File: src/rtl/vga_pattern_gen.sv
// vga_pattern_gen: pixel stage behind the VGA timing generator.
// Two-stage pipeline producing bars, checker, bouncing box and gradient.
module vga_pattern_gen #(
  parameter int WIDTH       = 640,
  parameter int HEIGHT      = 480,
  parameter int BOX_SIZE    = 32,
  parameter int STEP        = 2,
  parameter int CHECK_SHIFT = 5
) (
  input  logic        px_clk,
  input  logic        rst,
  input  logic [13:0] hpos,
  input  logic [13:0] vpos,
  input  logic        hsync,
  input  logic        vsync,
  input  logic        enable,
  input  logic [1:0]  mode,
  output logic [3:0]  red,
  output logic [3:0]  green,
  output logic [3:0]  blue,
  output logic        hsync_out,
  output logic        vsync_out,
  output logic        de_out,
  output logic [15:0] frame_cnt
);

  localparam int          BAR_W  = WIDTH / 8;
  localparam logic [13:0] BOX_L  = 14'(BOX_SIZE);
  localparam logic [13:0] STEP_L = 14'(STEP);
  localparam logic [13:0] W_L    = 14'(WIDTH);
  localparam logic [13:0] H_L    = 14'(HEIGHT);
  localparam logic [13:0] X_MAX  = 14'(WIDTH - BOX_SIZE);
  localparam logic [13:0] Y_MAX  = 14'(HEIGHT - BOX_SIZE);

  logic [13:0] hpos_q, hpos_d, vpos_q, vpos_d;
  logic        hs1_q, hs1_d, vs1_q, vs1_d, en1_q, en1_d;
  logic        vprev_q, vprev_d;
  logic [1:0]  mode_q, mode_d;
  logic [13:0] bx_q, bx_d, by_q, by_d;
  logic        dx_q, dx_d, dy_q, dy_d;
  logic [15:0] frame_cnt_q, frame_cnt_d;
  logic [11:0] rgb_q, rgb_d;
  logic        hs2_q, hs2_d, vs2_q, vs2_d, de2_q, de2_d;

  logic        frame_ev;
  logic [11:0] bars;
  logic [11:0] pat;
  logic        in_box;

  // Colour of the sample held in stage 1, from the pre-event state.
  always_comb begin
    bars = 12'h000;
    if (hpos_q < 14'(BAR_W))
      bars = 12'hFFF;
    else if (hpos_q < 14'(2 * BAR_W))
      bars = 12'hFF0;
    else if (hpos_q < 14'(3 * BAR_W))
      bars = 12'h0FF;
    else if (hpos_q < 14'(4 * BAR_W))
      bars = 12'h0F0;
    else if (hpos_q < 14'(5 * BAR_W))
      bars = 12'hF0F;
    else if (hpos_q < 14'(6 * BAR_W))
      bars = 12'hF00;
    else if (hpos_q < 14'(7 * BAR_W))
      bars = 12'h00F;
    in_box = (hpos_q >= bx_q) && (hpos_q < bx_q + BOX_L) &&
             (vpos_q >= by_q) && (vpos_q < by_q + BOX_L);
    case (mode_q)
      2'd0: pat = bars;
      2'd1: pat = (hpos_q[CHECK_SHIFT] ^ vpos_q[CHECK_SHIFT]) ?
                  12'hFFF : 12'h000;
      2'd2: pat = in_box ? 12'hF00 : 12'h004;
      default: pat = {hpos_q[7:4], vpos_q[7:4], frame_cnt_q[3:0]};
    endcase
  end

  // Next state: input capture, frame-boundary updates, output stage.
  always_comb begin
    hpos_d      = hpos;
    vpos_d      = vpos;
    hs1_d       = hsync;
    vs1_d       = vsync;
    en1_d       = enable;
    vprev_d     = vs1_q;
    mode_d      = mode_q;
    bx_d        = bx_q;
    by_d        = by_q;
    dx_d        = dx_q;
    dy_d        = dy_q;
    frame_cnt_d = frame_cnt_q;
    rgb_d       = en1_q ? pat : 12'h000;
    hs2_d       = hs1_q;
    vs2_d       = vs1_q;
    de2_d       = en1_q;
    frame_ev    = vprev_q & ~vs1_q;
    if (frame_ev) begin
      frame_cnt_d = frame_cnt_q + 16'd1;
      mode_d      = mode;
      if (dx_q) begin
        if (bx_q + STEP_L + BOX_L >= W_L) begin
          bx_d = X_MAX;
          dx_d = 1'b0;
        end else begin
          bx_d = bx_q + STEP_L;
        end
      end else begin
        if (bx_q <= STEP_L) begin
          bx_d = 14'd0;
          dx_d = 1'b1;
        end else begin
          bx_d = bx_q - STEP_L;
        end
      end
      if (dy_q) begin
        if (by_q + STEP_L + BOX_L >= H_L) begin
          by_d = Y_MAX;
          dy_d = 1'b0;
        end else begin
          by_d = by_q + STEP_L;
        end
      end else begin
        if (by_q <= STEP_L) begin
          by_d = 14'd0;
          dy_d = 1'b1;
        end else begin
          by_d = by_q - STEP_L;
        end
      end
    end
  end

  // State registers; reset drives everything to the idle/blank values.
  always_ff @(posedge px_clk or posedge rst) begin
    if (rst) begin
      hpos_q      <= '0;
      vpos_q      <= '0;
      hs1_q       <= 1'b1;
      vs1_q       <= 1'b1;
      en1_q       <= 1'b0;
      vprev_q     <= 1'b1;
      mode_q      <= 2'd0;
      bx_q        <= '0;
      by_q        <= '0;
      dx_q        <= 1'b1;
      dy_q        <= 1'b1;
      frame_cnt_q <= '0;
      rgb_q       <= '0;
      hs2_q       <= 1'b1;
      vs2_q       <= 1'b1;
      de2_q       <= 1'b0;
    end else begin
      hpos_q      <= hpos_d;
      vpos_q      <= vpos_d;
      hs1_q       <= hs1_d;
      vs1_q       <= vs1_d;
      en1_q       <= en1_d;
      vprev_q     <= vprev_d;
      mode_q      <= mode_d;
      bx_q        <= bx_d;
      by_q        <= by_d;
      dx_q        <= dx_d;
      dy_q        <= dy_d;
      frame_cnt_q <= frame_cnt_d;
      rgb_q       <= rgb_d;
      hs2_q       <= hs2_d;
      vs2_q       <= vs2_d;
      de2_q       <= de2_d;
    end
  end

  assign red       = rgb_q[11:8];
  assign green     = rgb_q[7:4];
  assign blue      = rgb_q[3:0];
  assign hsync_out = hs2_q;
  assign vsync_out = vs2_q;
  assign de_out    = de2_q;
  assign frame_cnt = frame_cnt_q;

endmodule

File: config.mk
export PLATFORM = sky130hd
export DESIGN_NAME = vga_pattern_gen
export DESIGN_NICKNAME = d
export VERILOG_FILES = /design/src/rtl/vga_pattern_gen.sv
export SDC_FILE = /design/constraint.sdc
export NUM_CORES = 1
export LEC_CHECK = 0
export CORE_MARGIN = 2
export CORE_UTILIZATION = 45
export CTS_BUF_LIST = sky130_fd_sc_hd__clkbuf_16
export DETAILED_ROUTE_END_ITERATION = 8
export GPL_TIMING_DRIVEN = 0
export HOLD_SLACK_MARGIN = 0.02
export PLACE_DENSITY = 0.68
export SYNTH_ARGS = -nofsm -noshare
export SYNTH_HDL_FRONTEND = slang
export SYNTH_SLANG_ARGS = --single-unit
File: constraint.sdc
create_clock -name px_clk -period 2.7 [get_ports px_clk]
set_input_delay 0.54 -clock px_clk [delete_from_list [all_inputs] [get_ports px_clk]]
set_output_delay 0.54 -clock px_clk [all_outputs]
set_load 0.1 [all_outputs]
* Yosys cells after proc, flatten, opt, wreduce, memory -nomap -nowiden
Cells that the tools add are included.
** Word-level totals
- Logic and storage cells :: 71
- Register bits after elaboration :: 94
- Bits of input ports :: 35
- Output and inout bits :: 31
** Operators by class
- Reduce and logical (&&, ||, !) cells :: 4
- Mux-type cells :: 23
- Equal/unequal tests :: 2
- Order comparisons :: 15
- $add $sub $neg :: 9
- Bitwise logic cells :: 3
** Operator list (number)
- $mux W12 :: 9
- $mux W14 :: 6
- $add A14 B6 Y14 const B :: 4
- $lt A14 B9 Y1 const B :: 3
- $pmux W12 S3 :: 1
- $add A14 B2 Y14 const B :: 2
- $ge A14 B14 Y1 :: 2
- $le A14 B2 Y1 const B :: 2
- $lt A14 B14 Y1 :: 2
- $lt A14 B8 Y1 const B :: 2
- $sub A14 B2 Y14 const B :: 2
- $add A16 B1 Y16 const B :: 1
- $ge A14 B10 Y1 const B :: 1
- $ge A14 B9 Y1 const B :: 1
- $lt A14 B10 Y1 const B :: 1
- $lt A14 B7 Y1 const B :: 1
- $mux W1 :: 6
- $mux W4 :: 1
- $logic_and A1 B1 Y1 :: 3
- $eq A2 B1 Y1 const B :: 1
- $eq A2 B2 Y1 const B :: 1
- $logic_not A2 Y1 :: 1
- $and A1 B1 Y1 :: 1
- $not A1 Y1 :: 1
- $xor A1 B1 Y1 :: 1

* Logic depth before layout (Yosys ltp)
Gate-level depths: netlist (run 1).
- Word-level depth :: 10
- Depth in mapped cells :: 15
- Depth with buffers taken out :: 13

* Least setup slack after synthesis (run 1)
Ideal clock, no wire load.
- Kind :: register to register
- Start :: register bx_q[3]
- End :: register bx_q[1]
- Setup time :: 0.075 ns
- Cell stages (with the launch flop) :: 15
- Setup slack :: -0.257 ns
- Arrival time :: 2.881 ns
- Required time :: 2.625 ns
- Path buffers :: 2
- Period minus slack after synthesis :: 2.957 ns
- Cells stage by stage :: dfrtp_1 > buf_4 > inv_1 > nor3_1 > nand3_1 > xnor2_1 > ha_1 > xor2_1 > xnor2_1 > or4b_1 > a32oi_2 > nand3_2 > buf_6 > a211o_1 > o21ai_2
** On the way
- Longest elaborated chain between the ends :: 5
- Elaborated cells on any way between the ends :: 7
- Those cells by class :: add/sub: 2; order compare: 2; mux: 3
** Ends and longest elaborated chain
- start, declared :: RTL line 39 : logic [13:0] bx_q, bx_d, by_q, by_d;
- start signal, assigned :: RTL line 143 : bx_q <= '0;
- start signal, assigned :: RTL line 160 : bx_q <= bx_d;
- $add A14 B2 Y14 :: RTL line 101 : if (bx_q + STEP_L + BOX_L >= W_L) begin
- $add A14 B6 Y14 :: RTL line 101
- $ge A14 B10 Y1 :: RTL line 101
- $mux W14 :: RTL line 101
- $mux W14 * :: RTL line 100 : if (dx_q) begin
Every way passes the cells marked *; elsewhere a longest branch is shown, timed or not.
A chain may end at the register's enable or synchronous reset.

* Final worst setup path (run 1)
Ends and elaborated chain as after synthesis.

==> reports/qor.yml, run 1 <==
fin_area_mm2: 0.00835
powerDensity_mw_per_mm2: 996
synth_mux_area_share_pct: 0.490
grt-ovfl-total: 0
clock-sinks: 90
synthAdderAreaFrac_pct: 11.7
drtIter0Drc: 565
finalSetupViolCount: 25
grtUsageTotal_pct: 25.3
dpl.hpwl_um: 13100
placed_area_mm2: 0.00731
grt_max_degree: 36
synth_edf_count: 0
synth_top_cell_by_area: "dfrtp_1"
place_ws_ns: -0.536
htree_num_levels: 3
fmax_mhz: 332
yosys.area.top_type_share_pct: 32.9
die_w_um: 123
portBuffers: 63
clk_path_buf_depth: 2
synth-compound-area-share_pct: 19.9
diodes: 0
fin_nets: 925
grt_pass1_vias: 6030
async_reset_ff_share_pct: 100
leakage_nw: 3.40
finalHoldViolCount: 0
cap_violations: 0
cp-end-kind: "flop"
synth_cell_types: 79
drc: 0
cts-root-buf: "clkbuf_16"
crit_required_ns: 2.97
layout-drive-gt1-share_pct: 20.5
peakVddDrop_mv: 0.463
fin_crit_sh_pct: 111
seq_area_mm2: 0.00227
synth_common_cells: "dfrtp_1 (84), ha_1 (59), nand2_1 (56)"
gp_congestion: 0.924
synth_cells: 716
multi_input_area_mm2: 0.00412
yosysSeqAreaShare_pct: 35.4
violations: "negative setup slack"
first_pass_iters: 7
die_area_mm2: 0.0152
ys.warnings.count: 0
synth-xor-area-share_pct: 6.99
routedWlPerCell_um: 18.6
crit_type: "reg2reg"
critPathMaxFanout: 5
synth_fp_nets: 810
tritoncts: "yes"
ys_ff_latch: 90
min_period_ns: 3.01
rows: 43
arrival_ns: 3.28
wl_um: 18900
cp-start-kind: "flop"
viasPerCell: 6.06
synth_top_family_by_area: "simple AND/OR/NAND/NOR gates"
antenna_found_initial: 0
nFillCells: 1139
worstMarginPinSlew_ns: 0.984
skew_ns: 0.00644
clock_latency_ns: 0.36
ys.flop_type: "dfrtp_1"
worst_slack_ns: -0.309
coreArea_mm2: 0.0139
final_max_slew_viol_count: 0
ant_nets: 0
num_vias: 6152
grt_pass1_wl_um: 29800
slew_headroom_pct: 34.2
avgSynthCellArea_um2: 8.92
ctsHoldBuffers: 0
synth-simple-area-share_pct: 20.2
netlist_area_mm2: 0.00639
yosys-top-cells-area: "dfrtp_1 (33%), ha_1 (12%), xnor2_1 (5.9%)"
path_clk_slew_ns: 0.06
status: "finished, violations left"
initial_core_util_pct: 46.0
yosysMostFrequentCell: "dfrtp_1"
die_y_um: 123
area_growth_pct: 30.7
min_path_type: "reg2reg"
cts_buffers: 9
rsz0062_at_grt: "true"
pin_count: 66
==> through the flow <==
stage	util (%)	hold WS, ns	power, mW	setup TNS (ns)	cells
after floorplan	-	0.345	4.85	-0.405	716
after global placement	52.4	0.347	5.71	-9.12	959
after detailed placement	52.7	0.349	5.85	-11.54	961
after CTS	59.0	0.359	8.02	-3.09	1014
after global routing	60.1	0.364	8.80	-6.36	1016
final	60.1	0.358	8.31	-3.64	1016
==> critical path: stages (launching register included) <==
cell	delay, ns
dfrtp_1	0.36
buf_6	0.12
inv_6	0.03
nor3_4	0.22
nand3_2	0.13
xnor2_2	0.15
ha_2	0.20
xor2_2	0.18
xnor2_1	0.15
or4b_1	0.49
a32oi_2	0.23
nand3_2	0.17
buf_6	0.17
a211o_1	0.26
o21ai_2	0.06
==> final timing paths <==
check	cells after the start	slack, ns	endpoint	from
setup / recovery	14	-0.31	bx_q[1]$_DFFE_PP0P_	bx_q[3]$_DFFE_PP0P_
hold / removal	0	0.36	hsync_out$_DFF_PP1_	hs1_q$_DFF_PP1_
setup reg to reg	14	-0.31	bx_q[1]$_DFFE_PP0P_	bx_q[3]$_DFFE_PP0P_
hold reg to reg	0	0.36	hsync_out$_DFF_PP1_	hs1_q$_DFF_PP1_
max in group asynchronous	4	1.22	hpos_q[7]$_DFF_PP0_	rst
min in group asynchronous	2	0.67	rgb_q[6]$_DFF_PP0_	rst
==> area by class of cell <==
cell class	count	area share (%)
well taps	180	2.70
multi-input cells	548	49.4
inverters	38	1.96
flip-flops and latches	90	27.2
clock inverters	7	1.50
repair buffers	108	12.1
clock buffers	9	2.70
plain buffers	36	2.52
==> registers in the layout (all words and copies together), names as in the netlist <==
register and flops:
frame_cnt 16, bx_q 13, by_q 13, hpos_q 13
vpos_q 13, rgb_q 12, mode_q 2, de2_d 1
de_out 1, dx_q 1, dy_q 1, hs1_q 1
hsync_out 1, vprev_d 1, vsync_out 1
==> layout by cell type (no fill, tap or decap), drive strengths merged, types with 5 or more instances in the layout <==
cell,n
dfrtp,84
clkdlybuf4s50,63
buf,63
ha,59
nand2,56
nor2,52
o21ai,51
xnor2,43
inv,35
a21oi,32
nand3,30
nor3,28
clkbuf,27
nand4,22
nor4,14
nor2b,12
a31oi,9
a21o,9
o21a,9
xor2,8
or3,7
a211oi,7
dfstp,6
and3,6
o31ai,6
clkinv,6
o32ai,5
==> per-layer routing <==
metal,part of all wire [%],vias to the layer above,track usage [%],routed length (µm)
met1,42,2990,31.5,7900
li1,-,2846,-,-
met3,7.3,36,6.37,1380
met5,0,-,0,0
met4,2.1,0,9.38,394
met2,49,280,42.2,9240
==> what timing repair did <==
action | CTS | global route
pin swaps | 32 | 16
cloned | 1 | 0
setup buffers | 38 | 4
gates resized for setup | 66 | 36
endpoints found under the setup margin | 33 | 34
==> power by group <==
part / leakage, nW / switching [mW] / internal, mW / total [mW]
clock: 0.171 / 0.584 / 0.917 / 1.50
combinational: 2.13 / 2.95 / 1.94 / 4.89
sequential: 1.10 / 0.299 / 1.62 / 1.92
==> logic make-up after synthesis <==
family,after synthesis
buf+inv,78
xor+xnor,51
fa+ha+maj,60
flops,90
simple gates,248
mux,3
compound gates,186
Note: power is estimated with default switching activity, not from simulation.
==> inputs of run 2 (changes only) <==
- TNS_END_PERCENT: default -> 10
==> reports/qor.yml, run 2 (synthesis gave the netlist of run 1 again) <==
power_frac_comb_pct: 58.9
cp_slowest_cell: "or4b_1"
area_growth_pct: 25.2
fmax_mhz: 334
diodes: 0
fin_area_mm2: 0.00799
fin_setup_tns_ns: -4.62
critPathTopFamily: "simple AND/OR/NAND/NOR gates"
tritoncts: "yes"
drtIter0Drc: 636
worstMarginPinSlew_ns: 0.981
clock_power_share_pct: 15.9
p_int_mw: 3.98
peakVddDrop_mv: 0.396
die_w_um: 123
clock_latency_ns: 0.36
num_vias: 5988
final_cell_mix: "dfrtp_1 (78), clkdlybuf4s50_1 (63), nand2_1 (54)"
coreArea_mm2: 0.0139
final_max_slew_viol_count: 0
arrival_ns: 3.28
placed_area_mm2: 0.00731
portBuffers: 63
worst_slack_ns: -0.291
viasPerCell: 6.00
cts_buffers: 9
p_sw_mw: 3.68
initial_core_util_pct: 46.0
min_period_ns: 2.99
pwr-share-seq_pct: 25.2
htree_num_levels: 3
dpl.hpwl_um: 13100
skew_ns: 0.0113
gp_congestion: 0.913
die_y_um: 123
cp-start-kind: "flop"
cap_violations: 0
finalHoldViolCount: 0
nFillCells: 1206
critPathMaxFanout: 5
ant_nets: 0
crit_required_ns: 2.99
rsz0062_at_grt: "true"
fin_nets: 907
cp-end-kind: "flop"
cp_num_buf_inv: 3
utilization_pct: 57.6
final_common_cell: "dfrtp_1"
power_mw: 7.66
finalSetupViolCount: 27
netSwitchingFraction_pct: 48.0
grt-ovfl-total: 0
status: "finished, violations left"
slew_headroom_pct: 34.4
layout-drive-gt1-share_pct: 16.7
grtUsageTotal_pct: 25.0
powerDensity_mw_per_mm2: 959
cts-root-buf: "clkbuf_16"
rows: 43
grt_max_degree: 42
cp_slowest_stage_delay_ns: 0.49
leakage_nw: 3.24
first_pass_iters: 5
fin_crit_sh_pct: 111
cp_cell_sequence: "buf_6 -> inv_6 -> nor3_4 -> nand3_2 -> xnor2_2 -> ha_2 -> xor2_1 -> xnor2_1 -> or4b_1 -> a32oi_2 -> nand3_2 -> buf_6 -> o221ai_1 -> o21a_1"
wl_um: 18400
clock-sinks: 90
crit_type: "reg2reg"
clk_path_buf_depth: 2
die_area_mm2: 0.0152
grt_pass1_vias: 5680
routedWlPerCell_um: 18.4
drc: 0
path_clk_slew_ns: 0.06
largest_reg_flops: 16
antenna_found_initial: 0
min_path_type: "reg2reg"
grt_pass1_wl_um: 29300
violations: "negative setup slack"
pin_count: 66
place_ws_ns: -0.554
run 2: worst register-to-register path: cells and delay by family, from the launching register on:
family                   cells  cell delay (ns)
adder cells (fa/ha/maj)      1             0.20
buffers and inverters        3             0.33
XOR/XNOR                     3             0.46
AND/OR/NAND/NOR              4             1.01
flip-flops                   1             0.37
AO/OA/AOI/OAI                3             0.55
run 2: metal layers:
layer,global-route usage (%),vias to the layer above,part of all wire [%]
met3,4.24,29,6.1
li1,-,2818,-
met2,39.8,257,47
met1,34.6,2884,45
met5,0,-,0
met4,8.10,0,2.0
run 2: area by class of cell:
class	instances	area [µm²]	share of cell area, %
well taps	180	225	2.82
multi-input cells	548	4010	50.1
inverters	38	158	1.97
repair buffers	88	841	10.5
clock buffers	9	225	2.82
flip-flops and latches	90	2270	28.4
plain buffers	38	216	2.71
clock inverters	7	53.8	0.673
run 2: final timing paths:
check,startpoint,end,slack [ns],cells past startpoint
worst max-delay path,bx_q[3]$_DFFE_PP0P_,bx_q[3]$_DFFE_PP0P_,-0.29,14
worst min register to register,hs1_q$_DFF_PP1_,hsync_out$_DFF_PP1_,0.36,0
worst max register to register,bx_q[3]$_DFFE_PP0P_,bx_q[3]$_DFFE_PP0P_,-0.29,14
min in group asynchronous,rst,frame_cnt[0]$_DFFE_PP0P_,0.56,2
worst min-delay path,hs1_q$_DFF_PP1_,hsync_out$_DFF_PP1_,0.36,0
max in group asynchronous,rst,hs1_q$_DFF_PP1_,1.50,3
run 2: repair_timing:
item | 4_1_cts | 5_1_grt
pin swaps | 16 | 12
hold buffers | 0 | 0
buffers inserted | 21 | 1
gates resized for setup | 41 | 26
cloned | 1 | 0
endpoints found under the setup margin | 33 | 34
run 2: power groups by stage:
stage | clock (mW) | combinational [mW] | sequential, mW
after floorplan | 0 | 2.57 | 2.28
after global placement | 0 | 3.83 | 1.91
after detailed placement | 0 | 3.92 | 1.93
after CTS | 1.25 | 4.33 | 1.92
after global routing | 1.31 | 4.91 | 1.97
final | 1.22 | 4.52 | 1.93
run 2: metrics by stage:
stage,hold slack [ns],cells
after CTS,0.358,997
after global routing,0.365,998
final,0.357,998
after global placement,0.348,959
after detailed placement,0.348,961
after floorplan,0.345,716
